### src/rtl/seq_shift_unit.sv
// Multi-cycle shifter: applies one single-position shift per clock to a latched
// operand until the requested amount is consumed, with a start/busy/done handshake.
module seq_shift_unit #(
  parameter int N   = 8,
  parameter int SHW = 3
) (
  input  logic           clk,
  input  logic           rst,
  input  logic           start,
  input  logic [N-1:0]   a,
  input  logic [SHW-1:0] amt,
  input  logic [1:0]     op,
  output logic           busy,
  output logic           done,
  output logic [N-1:0]   result
);

  typedef enum logic [1:0] {
    IDLE  = 2'd0,
    SHIFT = 2'd1,
    DONE  = 2'd2
  } state_t;

  state_t         state;
  logic [N-1:0]   sr;
  logic [SHW-1:0] cnt;
  logic [1:0]     opr;

  // One position of the selected shift; amounts >= N saturate or wrap naturally.
  function automatic logic [N-1:0] shift_step(input logic [N-1:0] v, input logic [1:0] o);
    logic [N-1:0] r;
    case (o)
      2'b00:   r = {1'b0, v[N-1:1]};
      2'b01:   r = {v[N-1], v[N-1:1]};
      2'b10:   r = {v[N-2:0], 1'b0};
      default: r = {v[0], v[N-1:1]};
    endcase
    return r;
  endfunction

  always_ff @(posedge clk) begin
    if (rst) begin
      state  <= IDLE;
      sr     <= '0;
      cnt    <= '0;
      opr    <= '0;
      result <= '0;
      busy   <= 1'b0;
      done   <= 1'b0;
    end else begin
      case (state)
        IDLE, DONE: begin
          done <= 1'b0;
          if (start) begin
            sr    <= a;
            cnt   <= amt;
            opr   <= op;
            busy  <= 1'b1;
            state <= SHIFT;
          end else begin
            state <= IDLE;
          end
        end
        SHIFT: begin
          if (cnt != '0) begin
            sr  <= shift_step(sr, opr);
            cnt <= cnt - SHW'(1);
          end else begin
            result <= sr;
            busy   <= 1'b0;
            done   <= 1'b1;
            state  <= DONE;
          end
        end
        default: begin
          busy  <= 1'b0;
          done  <= 1'b0;
          state <= IDLE;
        end
      endcase
    end
  end

endmodule

### config.mk
export PLATFORM = sky130hd
export DESIGN_NAME = seq_shift_unit
export DESIGN_NICKNAME = d
export VERILOG_FILES = /design/src/rtl/seq_shift_unit.sv
export SDC_FILE = /design/constraint.sdc
export NUM_CORES = 1
export LEC_CHECK = 0
export ABC_AREA = 1
export ABC_CLOCK_PERIOD_IN_PS = 1800
export CAP_MARGIN = 10
export CORE_MARGIN = 4
export CORE_UTILIZATION = 52
export CTS_BUF_LIST = sky130_fd_sc_hd__clkbuf_4 sky130_fd_sc_hd__clkbuf_8
export DETAILED_ROUTE_END_ITERATION = 8
export HOLD_SLACK_MARGIN = 0.06
export PLACE_DENSITY = 0.81
export SYNTH_ARGS = -nofsm -noshare
export SYNTH_HDL_FRONTEND = slang
export SYNTH_SLANG_ARGS = --single-unit
### constraint.sdc
create_clock -name clk -period 1.8 [get_ports clk]
set_clock_uncertainty 0.2 [all_clocks]
set_input_delay 0.45 -clock clk [delete_from_list [all_inputs] [get_ports clk]]
set_output_delay 0.45 -clock clk [all_outputs]
set_load 0.005 [all_outputs]
==> qor.yml, run 1 <==
crit_required_ns: 1.15
holdCritPathClass: "flop to flop"
tns_ns: 0
max_freq_mhz: 638
area_delta_synth_final_pct: 24.7
wirelength_mm: 2.70
grt_pass1_vias: 1104
drc: 0
cp_num_buf_inv: 1
netlist_area_um2: 1250
power.switching_uw: 420
combPwrFrac_pct: 26.8
fin_crit_ns: 1.57
cts_hold_buf: 0
ir_worst_vdd_uv: 560
drt-initial-drc-count: 13
r2r_start: "cnt[0]$_SDFFE_PP0P_"
cp-start-kind: "flop"
critical_path.max_stage_delay_ns: 0.34
setup-violations-final: 0
p_int_uw: 850
arrival_ns: 0.92
path_clk_slew_ns: 0.15
synth_seq_area_share_pct: 40.2
antenna_cells: 0
hpwlAfterDp_mm: 1.99
wl_per_cell_um: 11.9
grt_pass1_wl_mm: 4.52
gp_congestion: 0.853
postRouteAntennaNets: 0
worstSetupPathType: "flop to primary output"
ys.warnings.count: 0
clock-root-buffer: "clkbuf_4"
path_depth: 1
post-place-ws_ns: 0.0300
final-hold-violation-count: 0
fillers: 207
power.total_uw: 1270
io_pins: 26
outcome: "complete, no violations"
antenna_found_initial: 0
grtUsageTotal_pct: 17.0
port_buffers: 25
cp_cell_sequence: "dlygate4sd2_1"
place_inst: 222
cpLargestDelayFamily: "flip-flops"
power_leakage_uw: 0.000733
slew-limit-headroom_pct: 78.8
cts_made_buffers: 3
whs_ns: 0.269
vias_per_cell: 5.04
rows: 17
fin_ws_ns: 0.233
powerDensity_nw_per_um2: 817
cts_max_level: 1
fin_nets: 218
syn_nets: 188
p_sw_share_pct: 33.1
crit_path_end: "result[5]"
reg2reg_to: "cnt[1]$_SDFFE_PP0P_"
tightest_slew_ns: 0.316
clock-sinks: 25
clkPwrFrac_pct: 20.6
seqPwrFrac_pct: 52.6
cp_slowest_cell: "dfxtp_2"
maxCapViolations: 0
clk-insertion-delay-late_ns: 0.32
die_width_um: 57.0
rrSetupSlack_ns: 0.24
hold_start: "busy$_SDFFE_PP0P_"
grt_max_degree: 22
synth-seq-cells: 25
cp_max_fo: 2
vias: 1144
critPathLaunch: "result[5]$_SDFFE_PP0P_"
synthCells: 170
cts_tree: "yes"
r2r_cells: 8
cts_buffer_depth: 2
period_share_pct: 87.1
final_cells: 227
avgSynthCellArea_um2: 7.33
dieArea_um2: 3240
rsz0062_at_grt: "false"
die_h_um: 57.0
start_util_pct: 55.3
drv_slew: 0
core_um2: 2250
grt_overflow_total: 0
ys_types: 22
end_kind: "primary output"
firstDrtPassIters: 4
drive_gt1_share_pct: 18.1
[through the flow]
step	utilization (%)	area (µm²)
final	68.9	1550
after global routing	68.9	1550
after CTS	68.9	1550
after detailed placement	67.3	1520
after global placement	67.3	1520
after floorplan	-	1250
[registers in the layout, indices dropped and copies added, names as in the netlist]
signal / flops
done: 1
result: 8
cnt: 3
busy: 1
opr: 2
state: 2
sr: 8
[logic make-up (layout without fill, tap and decap cells)]
| family | Yosys count | count (layout) | share of synthesized area, % |
|---|---|---|---|
| AND/OR/NAND/NOR | 91 | 91 | 33.1 |
| AO/OA/AOI/OAI | 33 | 33 | 15.3 |
| flip-flops | 25 | 25 | 40.2 |
| buffers and inverters | 18 | 47 | 8.74 |
| adder cells (fa/ha/maj) | 2 | 2 | 2.01 |
| XOR/XNOR | 1 | 1 | 0.703 |
[worst min-delay path by stage]
| stage | endpoint | slack, ns | cells past startpoint |
|---|---|---|---|
| 6_report | busy$_SDFFE_PP0P_ | 0.27 | 2 |
| 3_5_place_dp | busy$_SDFFE_PP0P_ | 0.26 | 2 |
| 2_1_floorplan | result[7]$_SDFFE_PP0P_ | 0.24 | 2 |
| 4_1_cts | busy$_SDFFE_PP0P_ | 0.27 | 2 |
| 5_1_grt | done$_SDFFE_PP0N_ | 0.28 | 2 |
| 3_3_place_gp | done$_SDFFE_PP0N_ | 0.24 | 2 |
[power by group through the flow]
| stage | Clock, µW | Sequential (µW) | Combinational (µW) |
|---|---|---|---|
| after floorplan | 0 | 667 | 246 |
| after global placement | 0 | 672 | 342 |
| after detailed placement | 0 | 676 | 352 |
| after CTS | 268 | 667 | 342 |
| after global routing | 291 | 676 | 381 |
| final | 262 | 668 | 340 |
[repair_timing]
| item | CTS | global route |
|---|---|---|
| setup endpoints to repair | 10 | 0 |
| resized for setup | 20 | 0 |
| setup buffers | 1 | 0 |
[metal layers]
metal  track usage (%)  up-vias  wire (µm)
li1                  -      594          -
met1              20.7      519       1230
met2              29.5       25       1320
met3              2.49        6         99
met4              7.28        0         38
met5                 0        -          0
[final cells by class]
type / count / area (µm²) / share of cell area (%)
sequential: 25 / 513 / 33.0
multi-input combinational: 127 / 637 / 41.0
clock inverter: 1 / 7.51 / 0.483
clock buffer: 3 / 22.5 / 1.45
inverter: 13 / 51.3 / 3.30
timing repair buffer: 30 / 288 / 18.5
tap: 28 / 35.0 / 2.25
[cell usage in the layout (no fill, tap or decap), drive strengths merged, types with 3 or more instances in the layout]
master,netlist,layout
nor2,50,50
nand2,38,38
o21ai,27,27
dfxtp,25,25
clkdlybuf4s50,0,15
inv,13,13
dlygate4sd2,0,10
a21oi,5,5
buf,3,5
nand3,3,3
clkbuf,2,3
[synth_stat cells (all sizes together)]
| cell | instances | area share [%] |
|---|---|---|
| ha | 2 | 2.0 |
| a211oi | 1 | 0.60 |
| a21oi | 5 | 2.0 |
| xor2 | 1 | 0.70 |
| o21ai | 27 | 13 |
| dfxtp | 25 | 40 |
| nand3 | 3 | 1.2 |
| clkbuf | 2 | 1.2 |
| inv | 13 | 4.1 |
| buf | 3 | 3.4 |
| nor2 | 50 | 18 |
| nand2 | 38 | 14 |
(Power assumes the default switching activity.)
==> run 2: changes to the inputs <==
- PLACE_DENSITY: 0.81 -> not set
- PLACE_DENSITY_LB_ADDON: not set -> 0.1
==> qor.yml, run 2 (synthesized netlist as in run 1, its figures left out) <==
io_pins: 26  # unchanged
tns_ns: 0  # unchanged
path_depth: 1  # unchanged
gp_congestion: 0.837  # -1.9%
cts_buffer_depth: 2  # unchanged
dieArea_um2: 3240  # unchanged
cp_cell_sequence: "dlygate4sd2_1"
crit_required_ns: 1.15  # about the same
cp_slowest_cell: "dfxtp_2"
powerDensity_nw_per_um2: 819  # +0.23%
area_delta_synth_final_pct: 24.7  # unchanged
cp_num_buf_inv: 1  # unchanged
p_int_uw: 852  # +0.20%
seqPwrFrac_pct: 52.5  # about the same
grt_pass1_wl_mm: 4.78  # +5.8%
path_clk_slew_ns: 0.15  # about the same
outcome: "complete, no violations"
tightest_slew_ns: 0.281  # -0.0356 ns
clkPwrFrac_pct: 20.5  # about the same
layout.cells.most_common: "nor2_1"
antenna_found_initial: 0  # unchanged
rsz0062_at_grt: "false"
period_share_pct: 87.6  # +0.51 points
r2r_start: "cnt[0]$_SDFFE_PP0P_"
clock-sinks: 25  # unchanged
clk-insertion-delay-late_ns: 0.32  # about the same
critPathLaunch: "result[1]$_SDFFE_PP0P_"
fin_nets: 218  # unchanged
hpwlAfterDp_mm: 2.05  # +2.7%
antenna_cells: 0  # unchanged
drive_gt1_share_pct: 18.1  # unchanged
p_sw_share_pct: 33.1  # about the same
wirelength_mm: 2.74  # +1.7%
holdCritPathClass: "flop to flop"
vias: 1124  # -1.7%
cpLargestDelayFamily: "flip-flops"
drv_slew: 0  # unchanged
final-hold-violation-count: 0  # unchanged
die_width_um: 57.0  # unchanged
drc: 0  # unchanged
cts_hold_buf: 0  # unchanged
max_freq_mhz: 634  # -0.58%
rows: 17  # unchanged
die_h_um: 57.0  # unchanged
grtUsageTotal_pct: 18.1  # +1.2 points
hold_start: "done$_SDFFE_PP0N_"
hold_path_depth: 2  # unchanged
arrival_ns: 0.93  # about the same
reg.largest.list: "result: 8 flops, sr: 8 flops, cnt: 3 flops"
ir_worst_vdd_uv: 723  # +29%
wl_per_cell_um: 12.1  # +1.7%
slew-limit-headroom_pct: 81.2  # +2.4 points
port_buffers: 25  # unchanged
firstDrtPassIters: 4  # unchanged
grt_max_degree: 20  # -9.1%
whs_ns: 0.266  # -0.00259 ns
combPwrFrac_pct: 27.1  # +0.3 points
cp_max_fo: 2  # unchanged
power_leakage_uw: 0.000733  # about the same
critical_path.max_stage_delay_ns: 0.35  # about the same
drt-initial-drc-count: 23  # +10
cts_max_level: 1  # unchanged
grt_overflow_total: 0  # unchanged
cp-start-kind: "flop"
setup-violations-final: 0  # unchanged
end_kind: "primary output"
r2r_cells: 8  # unchanged
clock-root-buffer: "clkbuf_4"
worstSetupPathType: "flop to primary output"
vias_per_cell: 4.95  # -1.7%
power.switching_uw: 421  # +0.29%
postRouteAntennaNets: 0  # unchanged
core_um2: 2250  # unchanged
maxCapViolations: 0  # unchanged
cts_tree: "yes"
cts_made_buffers: 3  # unchanged
layout_common_cells: "nor2_1 (47), nand2_1 (33), o21ai_0 (19)"
grt_pass1_vias: 1082  # -2.0%
start_util_pct: 55.3  # unchanged
fin_crit_ns: 1.58  # +0.00921 ns
==> run 2: cell counts in the layout (fill, tap and decap cells not counted) <==
Identical to the previous run, type by type.
==> run 2: final cells by class <==
cell class	instances	area [µm²]
Sequential cell	25	513
Multi-Input combinational cell	127	637
Inverter	13	51.3
Tap cell	28	35.0
Clock buffer	3	22.5
Timing Repair Buffer	30	288
Clock inverter	1	7.51
Fill cell	198	701
==> run 2: timing repair <==
action / in CTS / in global routing
setup buffers: 1 / 0
resized for setup: 20 / 0
setup endpoints to repair: 10 / 0
==> run 2: through the flow <==
| step | power (µW) | area (µm²) | util, % | worst slack, ns | std cells |
|---|---|---|---|---|---|
| after global placement | 1020 | 1520 | 67.3 | 0.0444 | 222 |
| after detailed placement | 1030 | 1520 | 67.3 | 0.0199 | 222 |
| after global routing | 1350 | 1550 | 68.9 | 0.120 | 227 |
| final | 1270 | 1550 | 68.9 | 0.224 | 227 |
| after floorplan | 913 | 1250 | - | 0.379 | 170 |
| after CTS | 1280 | 1550 | 68.9 | 0.215 | 227 |
==> run 2: worst paths after layout <==
path                                            to  slack, ns
worst min register to register   done$_SDFFE_PP0N_       0.27
worst max-delay path                     result[1]       0.22
worst min-delay path             done$_SDFFE_PP0N_       0.27
worst max register to register  sr[0]$_SDFFE_PP0P_       0.25
==> run 2: power by group through the flow <==
| stage | combinational (µW) | sequential [µW] | clock (µW) |
|---|---|---|---|
| global route | 391 | 677 | 286 |
| floorplan | 246 | 667 | 0 |
| global placement | 344 | 674 | 0 |
| CTS | 348 | 667 | 265 |
| finish | 344 | 668 | 261 |
| detailed placement | 356 | 676 | 0 |
==> run 2: layer usage <==
layer	part of all wire [%]	wire [µm]	up-vias	GRT usage (%)
met5	0	0	-	0
met4	0.62	17	0	6.29
met3	4.2	116	2	2.94
met2	48	1320	19	30.5
met1	47	1290	509	23.5
li1	-	-	594	-
